`src/rtl/mac_accumulate_stage_if.sv`:
```
// Handshake/bus bundle for mac_accumulate_stage.
// Input side:  in_valid/in_ready carry one (in_a, in_b, in_last) operand pair.
// Output side: out_valid/out_ready carry one group result (out_acc, out_count, out_ovf).
// Both handshakes follow the same valid/ready rule:
//   - A transfer happens on a rising clk edge where valid && ready.
//   - Once valid is high, the producer holds valid and its payload stable until that transfer.
//   - ready may depend combinationally on state, but never on valid of the same channel.
interface mac_accumulate_stage_if #(
   parameter int ACC_W = 24,
   parameter int CNT_W = 8
);
   logic             in_valid;
   logic             in_ready;
   logic [7:0]       in_a;
   logic [7:0]       in_b;
   logic             in_last;
   logic             out_valid;
   logic             out_ready;
   logic [ACC_W-1:0] out_acc;
   logic [CNT_W-1:0] out_count;
   logic             out_ovf;

   // The stage itself.
   modport slave (
      input  in_valid, in_a, in_b, in_last, out_ready,
      output in_ready, out_valid, out_acc, out_count, out_ovf
   );

   // Whoever feeds operands and consumes results.
   modport master (
      output in_valid, in_a, in_b, in_last, out_ready,
      input  in_ready, out_valid, out_acc, out_count, out_ovf
   );
endinterface

```
`src/rtl/mac_accumulate_stage.sv`:
```
// mac_accumulate_stage: three-stage multiply-accumulate around an 8x8 unsigned multiplier.
//   S1 registers the operands, S2 registers the 16-bit product, and S3 accumulates
//   each last-delimited group into the output register.
// Optional feature macro: MAC_SATURATE_EN.
//   Defined:   the accumulator clamps to all-ones on carry-out.
//   Undefined: the accumulator wraps modulo 2^ACC_W.
// out_ovf is set on carry-out in both builds.
module mac_accumulate_stage #(
   parameter int ACC_W = 24,
   parameter int CNT_W = 8
) (
   input logic                     clk,
   input logic                     rst_n,
   mac_accumulate_stage_if.slave   bus
);

   // S1: operand registers
   logic             r_s1_valid;
   logic [7:0]       r_s1_a;
   logic [7:0]       r_s1_b;
   logic             r_s1_last;

   // S2: product registers
   logic             r_s2_valid;
   logic [15:0]      r_s2_prod;
   logic             r_s2_last;

   // S3: running group state
   logic [ACC_W-1:0] r_acc;
   logic [CNT_W-1:0] r_cnt;
   logic             r_ovf;
   logic             r_group_start;

   // S3: output registers
   logic             r_out_valid;
   logic [ACC_W-1:0] r_out_acc;
   logic [CNT_W-1:0] r_out_count;
   logic             r_out_ovf;

   logic             w_stall;
   logic             w_accept;
   logic             w_s2_fire;
   logic [15:0]      w_prod;
   logic [ACC_W-1:0] w_acc_base;
   logic [CNT_W-1:0] w_cnt_base;
   logic [ACC_W:0]   w_sum;
   logic             w_carry;
   logic             w_ovf_next;
   logic [ACC_W-1:0] w_acc_next;
   logic [CNT_W-1:0] w_cnt_next;

   // Only a finishing beat needs the output register.
   // Non-last beats keep flowing while a result waits.
   assign w_stall   = r_out_valid && !bus.out_ready && r_s2_valid && r_s2_last;
   assign w_accept  = bus.in_valid && !w_stall;
   assign w_s2_fire = r_s2_valid && !w_stall;

   // The multiplier is zero-extended to 16 bits so the full product is kept.
   assign w_prod = {8'd0, r_s1_a} * {8'd0, r_s1_b};

   // Next accumulator, count and overflow if the S2 beat is consumed this cycle.
   always_comb begin
      w_acc_base = r_group_start ? '0 : r_acc;
      w_cnt_base = r_group_start ? '0 : r_cnt;
      w_sum      = {1'b0, w_acc_base} + {{(ACC_W + 1 - 16){1'b0}}, r_s2_prod};
      w_carry    = w_sum[ACC_W];
      w_ovf_next = (r_group_start ? 1'b0 : r_ovf) | w_carry;
`ifdef MAC_SATURATE_EN
      // Once the group has overflowed, it stays pinned at full scale.
      w_acc_next = w_ovf_next ? '1 : w_sum[ACC_W-1:0];
`else
      w_acc_next = w_sum[ACC_W-1:0];
`endif
      w_cnt_next = (&w_cnt_base) ? w_cnt_base : w_cnt_base + CNT_W'(1);
   end

   // S1/S2 pipeline advance; both stages freeze together while stalled.
   always_ff @(posedge clk or negedge rst_n) begin
      if (!rst_n) begin
         r_s1_valid <= 1'b0;
         r_s1_a     <= '0;
         r_s1_b     <= '0;
         r_s1_last  <= 1'b0;
         r_s2_valid <= 1'b0;
         r_s2_prod  <= '0;
         r_s2_last  <= 1'b0;
      end else if (!w_stall) begin
         r_s1_valid <= w_accept;
         if (w_accept) begin
            r_s1_a    <= bus.in_a;
            r_s1_b    <= bus.in_b;
            r_s1_last <= bus.in_last;
         end
         r_s2_valid <= r_s1_valid;
         if (r_s1_valid) begin
            r_s2_prod <= w_prod;
            r_s2_last <= r_s1_last;
         end
      end
   end

   // Group accumulator: fold in each consumed S2 beat, clear after the last one.
   always_ff @(posedge clk or negedge rst_n) begin
      if (!rst_n) begin
         r_acc         <= '0;
         r_cnt         <= '0;
         r_ovf         <= 1'b0;
         r_group_start <= 1'b1;
      end else if (w_s2_fire) begin
         if (r_s2_last) begin
            r_acc         <= '0;
            r_cnt         <= '0;
            r_ovf         <= 1'b0;
            r_group_start <= 1'b1;
         end else begin
            r_acc         <= w_acc_next;
            r_cnt         <= w_cnt_next;
            r_ovf         <= w_ovf_next;
            r_group_start <= 1'b0;
         end
      end
   end

   // Output register: load on a finishing beat, otherwise drop valid once taken.
   always_ff @(posedge clk or negedge rst_n) begin
      if (!rst_n) begin
         r_out_valid <= 1'b0;
         r_out_acc   <= '0;
         r_out_count <= '0;
         r_out_ovf   <= 1'b0;
      end else if (w_s2_fire && r_s2_last) begin
         r_out_valid <= 1'b1;
         r_out_acc   <= w_acc_next;
         r_out_count <= w_cnt_next;
         r_out_ovf   <= w_ovf_next;
      end else if (bus.out_ready) begin
         r_out_valid <= 1'b0;
      end
   end

   assign bus.in_ready  = !w_stall;
   assign bus.out_valid = r_out_valid;
   assign bus.out_acc   = r_out_acc;
   assign bus.out_count = r_out_count;
   assign bus.out_ovf   = r_out_ovf;

endmodule

```
`src/flat_wrapper.sv`:
```
// flat-port wrapper written by rule: the top's interface ports become plain ports
module mac_accumulate_stage_flat 
#(
   parameter int ACC_W = 24,
   parameter int CNT_W = 8
)
  (clk, rst_n, bus_in_valid, bus_in_a, bus_in_b, bus_in_last, bus_out_ready, bus_in_ready, bus_out_valid, bus_out_acc, bus_out_count, bus_out_ovf);
  mac_accumulate_stage_if #(.ACC_W(ACC_W), .CNT_W(CNT_W)) bus_i ();
  input logic clk;
  input logic rst_n;
  input wire logic [$bits(bus_i.in_valid)-1:0] bus_in_valid;
  input wire logic [$bits(bus_i.in_a)-1:0] bus_in_a;
  input wire logic [$bits(bus_i.in_b)-1:0] bus_in_b;
  input wire logic [$bits(bus_i.in_last)-1:0] bus_in_last;
  input wire logic [$bits(bus_i.out_ready)-1:0] bus_out_ready;
  output wire logic [$bits(bus_i.in_ready)-1:0] bus_in_ready;
  output wire logic [$bits(bus_i.out_valid)-1:0] bus_out_valid;
  output wire logic [$bits(bus_i.out_acc)-1:0] bus_out_acc;
  output wire logic [$bits(bus_i.out_count)-1:0] bus_out_count;
  output wire logic [$bits(bus_i.out_ovf)-1:0] bus_out_ovf;
  assign bus_i.in_valid = bus_in_valid;
  assign bus_i.in_a = bus_in_a;
  assign bus_i.in_b = bus_in_b;
  assign bus_i.in_last = bus_in_last;
  assign bus_i.out_ready = bus_out_ready;
  assign bus_in_ready = bus_i.in_ready;
  assign bus_out_valid = bus_i.out_valid;
  assign bus_out_acc = bus_i.out_acc;
  assign bus_out_count = bus_i.out_count;
  assign bus_out_ovf = bus_i.out_ovf;
  mac_accumulate_stage #(.ACC_W(ACC_W), .CNT_W(CNT_W)) u_core (.clk(clk), .rst_n(rst_n), .bus(bus_i));
endmodule
```
`config.mk`:
```
export PLATFORM = sky130hd
export DESIGN_NAME = mac_accumulate_stage_flat
export DESIGN_NICKNAME = d
export VERILOG_FILES = /design/src/rtl/mac_accumulate_stage_if.sv /design/src/rtl/mac_accumulate_stage.sv /design/src/flat_wrapper.sv
export SDC_FILE = /design/constraint.sdc
export NUM_CORES = 1
export LEC_CHECK = 0
export ABC_AREA = 1
export ABC_CLOCK_PERIOD_IN_PS = 4700
export CORE_MARGIN = 2
export CORE_UTILIZATION = 60
export DETAILED_ROUTE_END_ITERATION = 6
export GPL_TIMING_DRIVEN = 0
export PLACE_DENSITY = 0.89
export SYNTH_ARGS = -nofsm -noshare
export SYNTH_HDL_FRONTEND = slang
export SYNTH_SLANG_ARGS = --single-unit
```
`constraint.sdc`:
```
create_clock -name clk -period 4.7 [get_ports clk]
set_input_delay 0.47 -clock clk [delete_from_list [all_inputs] [get_ports clk]]
set_output_delay 0.47 -clock clk [all_outputs]
set_load 0.02 [all_outputs]
```
Word level (Yosys, flattened, before mapping)
Index checks and enable logic that the tools add are counted.

Memories kept: 0. Output and inout port bits: 35. Bits in registers: 104. Logic and storage cells: 42. Input bits: 21. Latch bits: 0. ROM bits: 0. RAM bits: 0.

Shift operators: 0. Multiplexer cells: 10. Add/subtract/negate cells: 2. Eq/ne operators: 0. Multiply operators: 1. Div/mod/pow operators: 0. Bitwise logic cells: 2. Reductions and logical operators: 12. Order comparisons: 0.

Operators by type and width (number): $mux W24 (2); $add A24 B16 Y25 (1); $mux W8 (3); $mul A8 B8 Y16 (1); $add A8 B1 Y8 const B (1); $reduce_and A8 Y1 (1); $logic_and A1 B1 Y1 (6); $mux W1 (5); $reduce_and A2 Y1 (2); $logic_not A1 Y1 (2); $reduce_bool A2 Y1 (1); $not A1 Y1 (1); $or A1 B1 Y1 (1).

Logic depth before layout (Yosys ltp)
Depth after elaboration: 8. Gate-level depth with buffers: 19. Mapped depth without buffers: 18.

Worst setup path after synthesis
OpenSTA, ideal clock, no wires.

Path kind: register to register. Start point: register u_core.r_s1_a[0]. End point: register u_core.r_s2_prod[12]. Setup time: 0.135 ns. Cell stages (with the launch flop): 17. Arrival time: 3.803 ns. Path buffers: 1. Data required time: 4.565 ns. Setup slack: 0.763 ns. Clock period less this slack: 3.937 ns. Cells stage by stage: dfrtp_1 clkbuf_1 nand2_1 fa_1 fa_1 inv_1 fa_1 inv_1 fa_1 inv_1 ha_1 a21oi_1 inv_1 o21ai_0 nand3_1 nand2_1 a31oi_1.

Longest elaborated chain between the ends: 1.

RTL lines: start: declaration (RTL line mac_accumulate_stage.sv:19) `logic [7:0] r_s1_a;`; start signal: assignment (RTL line mac_accumulate_stage.sv:90) `r_s1_a <= bus.in_a;`; $mul A8 B8 Y16 (RTL line mac_accumulate_stage.sv:59) `assign w_prod = {8'd0, r_s1_a} * {8'd0, r_s1_b};`; end signal: assignment (RTL line mac_accumulate_stage.sv:96) `r_s2_prod <= w_prod;`; end: declaration (RTL line mac_accumulate_stage.sv:25) `logic [15:0] r_s2_prod;`.

No other way between the ends. A chain may end at the register's enable or synchronous reset.

Worst setup path in the final report
Start point: register u_core.r_s1_b[3]. End point: register u_core.r_s2_prod[12].

Longest elaborated chain between the ends: 1.

RTL lines: start: declaration (RTL line mac_accumulate_stage.sv:20) `logic [7:0] r_s1_b;`; start signal: assignment (RTL line mac_accumulate_stage.sv:91) `r_s1_b <= bus.in_b;`; $mul A8 B8 Y16 (RTL line mac_accumulate_stage.sv:59).

No other way between the ends.

==> out/qor.txt <==
worst skew pair latency -> 0.35 ns
Routed Antenna Nets -> 0
xor and xnor area share after synthesis -> 0.0156
crit path from -> u_core.r_s1_b[3]
Antenna Cells -> 0
Fmax achieved -> 225 MHz
total CTS buffers -> 9
Ys Warns -> 0
CTS clk-pin slew, worst paths -> 0.07 ns
Synth Flop Type -> dfrtp_1
Routed WL -> 18.6 mm
Setup crit end -> u_core.r_s2_prod[12]
die width -> 118 um
layout cell share with drive strength beyond 1 -> 0.0626
fraction of registers with async set or reset after synthesis -> 1.00
Hold WC Path Type -> input pin to asynchronous set/reset pin
CP max FO -> 9
Leak -> 4.99 nW
hpwl dp -> 14.1 mm
setup_tns -> 0 ns
clk sinks -> 104
Worst EP arrival -> 4.66 ns
status -> finished clean
post-synthesis mux area share -> 0.0244
simple-gate share of the synthesized area -> 0.270
Req. time, crit path -> 4.91 ns
final worst path period need -> 4.45 ns
final period utilization -> 0.947
Post-synth EDFFs -> 0
Nets -> 1,225
Finished Core Util -> 0.703
Setup crit end kind -> register
syn nets -> 1,167
number of DRC markers in iteration 0 -> 629
CTS max path bufs -> 2
most frequent cells in the layout -> nand2_1, inv_1, dfrtp_1
Vias -> 6,977
H-tree depth -> 3
Yosys reg bits -> 104
Core Area -> 12,700 sq um
peak supply drop -> 0.382 mV
Rel. slew slack -> 0.478
CTS tree -> done
Synth cell types -> 38
total die area -> 14,000 sq um
FILL cells -> 1,052
endpoints failing setup -> 0
vias per inst -> 5.40
Rows -> 41
largest net degree at the start of global routing -> 60
r2r startpoint -> u_core.r_s1_b[3]
Synth Cell Area -> 7860 sq um
R2R Setup Slk -> 0.25 ns
Power Density -> 611 nW/um^2
P&R area growth vs syn -> 13.9%
I/O pin cnt -> 56
vias in the first global route -> 6,847
commonest non-fill, non-tap cell in the layout -> nand2_1
Fin. Hold Viols -> 0
Avg WL per Cell -> 14.4 um
worst reg-to-reg path cell count -> 16
combinational family with the most area after synthesis -> simple AND/OR/NAND/NOR gates
CTS root buf -> clkbuf_16
Starting Density -> 0.618
Max Cap Viol -> 0
register area share after synthesis -> 0.331
1st-pass router iterations -> 6
CTS Hold Bufs -> 0
cell count after synthesis -> 1,056
register area -> 2600 sq um
initial antenna violation count -> 0
PortBufs -> 55
max-slew violation count -> 0
# DRC -> 0
Compound-Gate Fraction of Synth Area -> 0.0624
Multi-input gate area -> 4330 sq um
area share of fa/ha/maj cells after synthesis -> 0.179
GRT Resource Usage Total -> 0.282
GP Congestion -> 0.931
critical path class -> register to register
first-pass GRT wire length -> 32.0 mm
Setup crit start kind -> register
syn_area_per_cell -> 7.44 sq um
Tightest Pin Transition -> 0.783 ns
Die Ht -> 118 um
unrepaired setup endpoints after global routing -> false
GRT overflow -> 0
skew final -> 0.00772 ns
FF-to-FF End -> u_core.r_s2_prod[12]
## state kept, by name, indices dropped and copies added, names as in the netlist
register	cells
u_core.r_s2_prod	16
u_core.r_s1_valid	1
u_core.r_s1_a	8
u_core.r_s1_last	1
u_core.r_acc	24
u_core.r_s1_b	8
u_core.r_s2_last	1
u_core.bus.out_valid	1
u_core.bus.out_acc	24
u_core.bus.out_ovf	1
u_core.r_group_start	1
u_core.r_cnt	8
u_core.r_ovf	1
u_core.bus.out_count	8
u_core.r_s2_valid	1
## layout make-up
cell class | count | share of cell area
clock inverters | 5 | 0.00881
clock buffers | 11 | 0.0282
flip-flops and latches | 104 | 0.291
inverters | 199 | 0.0835
multi-input cells | 716 | 0.484
plain buffers | 28 | 0.0158
repair buffers | 56 | 0.0643
well taps | 172 | 0.0241
## cells by family (layout without fill, tap and decap cells)
| group | count (synthesis) | in the layout |
|---|---|---|
| simple gates | 505 | 505 |
| buf+inv | 236 | 299 |
| flops | 104 | 104 |
| fa+ha+maj | 90 | 90 |
| compound gates | 90 | 90 |
| mux | 17 | 17 |
| xor+xnor | 14 | 14 |
## synth_stat cells (13+ instances only)
master / instances / area share
mux2_2: 17 / 0.024
fa_1: 37 / 0.094
ha_1: 53 / 0.084
nand2_1: 332 / 0.16
dfrtp_1: 103 / 0.33
inv_1: 196 / 0.094
nor2_1: 66 / 0.032
clkbuf_1: 22 / 0.011
a21oi_1: 22 / 0.014
nand3_1: 63 / 0.040
o22ai_1: 13 / 0.010
o21ai_0: 41 / 0.026
## what timing repair did
item                       in CTS  in global routing
gates resized for setup         0                  0
setup endpoints to repair       0                  2
buffers inserted                0                  0
hold endpoints to repair        0                  0
## worst min path at each step
stage,start,endpoint,slack [ns],depth (start not counted)
finish,rst_n,u_core.r_s1_b[0],0.20,1
detailed placement,u_core.r_s1_last,u_core.r_s2_last,0.46,2
floorplan,rst_n,u_core.bus.out_acc[0],0.17,0
global route,rst_n,u_core.r_s1_b[2],0.27,1
global placement,u_core.r_s1_last,u_core.r_s2_last,0.46,2
CTS,rst_n,u_core.r_s1_b[0],0.23,1
## metal layers
layer,vias to the layer above,global-route usage,part of all wire
li1,3371,-,-
met1,3301,0.387,0.44
met2,263,0.452,0.46
met3,42,0.0487,0.077
met4,0,0.0990,0.023
met5,-,0,0
## critical path, cell delays in order (launching register included)
cell      delay, ns
dfrtp_1        0.33
clkbuf_1       0.36
nand2_1        0.15
fa_1           0.50
fa_1           0.49
inv_1          0.05
fa_1           0.55
inv_1          0.06
fa_1           0.54
inv_1          0.04
ha_1           0.34
a21oi_1        0.19
inv_1          0.08
o21ai_0        0.29
nand3_1        0.14
nand2_1        0.12
a31oi_1        0.08
## through the flow
stage	setup slack, ns	area, sq um	hold slack, ns	total power [W]	instances
after floorplan	0.763	7860	0.174	0.00370	1056
after global placement	-0.743	8620	0.458	0.00442	1283
after detailed placement	0.276	8650	0.464	0.00455	1284
after CTS	0.250	8980	0.230	0.00543	1300
after global routing	0.00293	8950	0.269	0.00598	1291
final	0.250	8950	0.202	0.00546	1291
## where the power goes
| part | internal, W | total, W | switching (W) | leakage, nW |
|---|---|---|---|---|
| Clock | 0.000495 | 0.000825 | 0.000331 | 0.165 |
| Combinational | 0.00124 | 0.00334 | 0.00210 | 3.50 |
| Sequential | 0.00114 | 0.00129 | 0.000154 | 1.33 |
| Total | 0.00288 | 0.00546 | 0.00258 | 4.99 |
No activity file was read; power rests on OpenSTA's default activity.
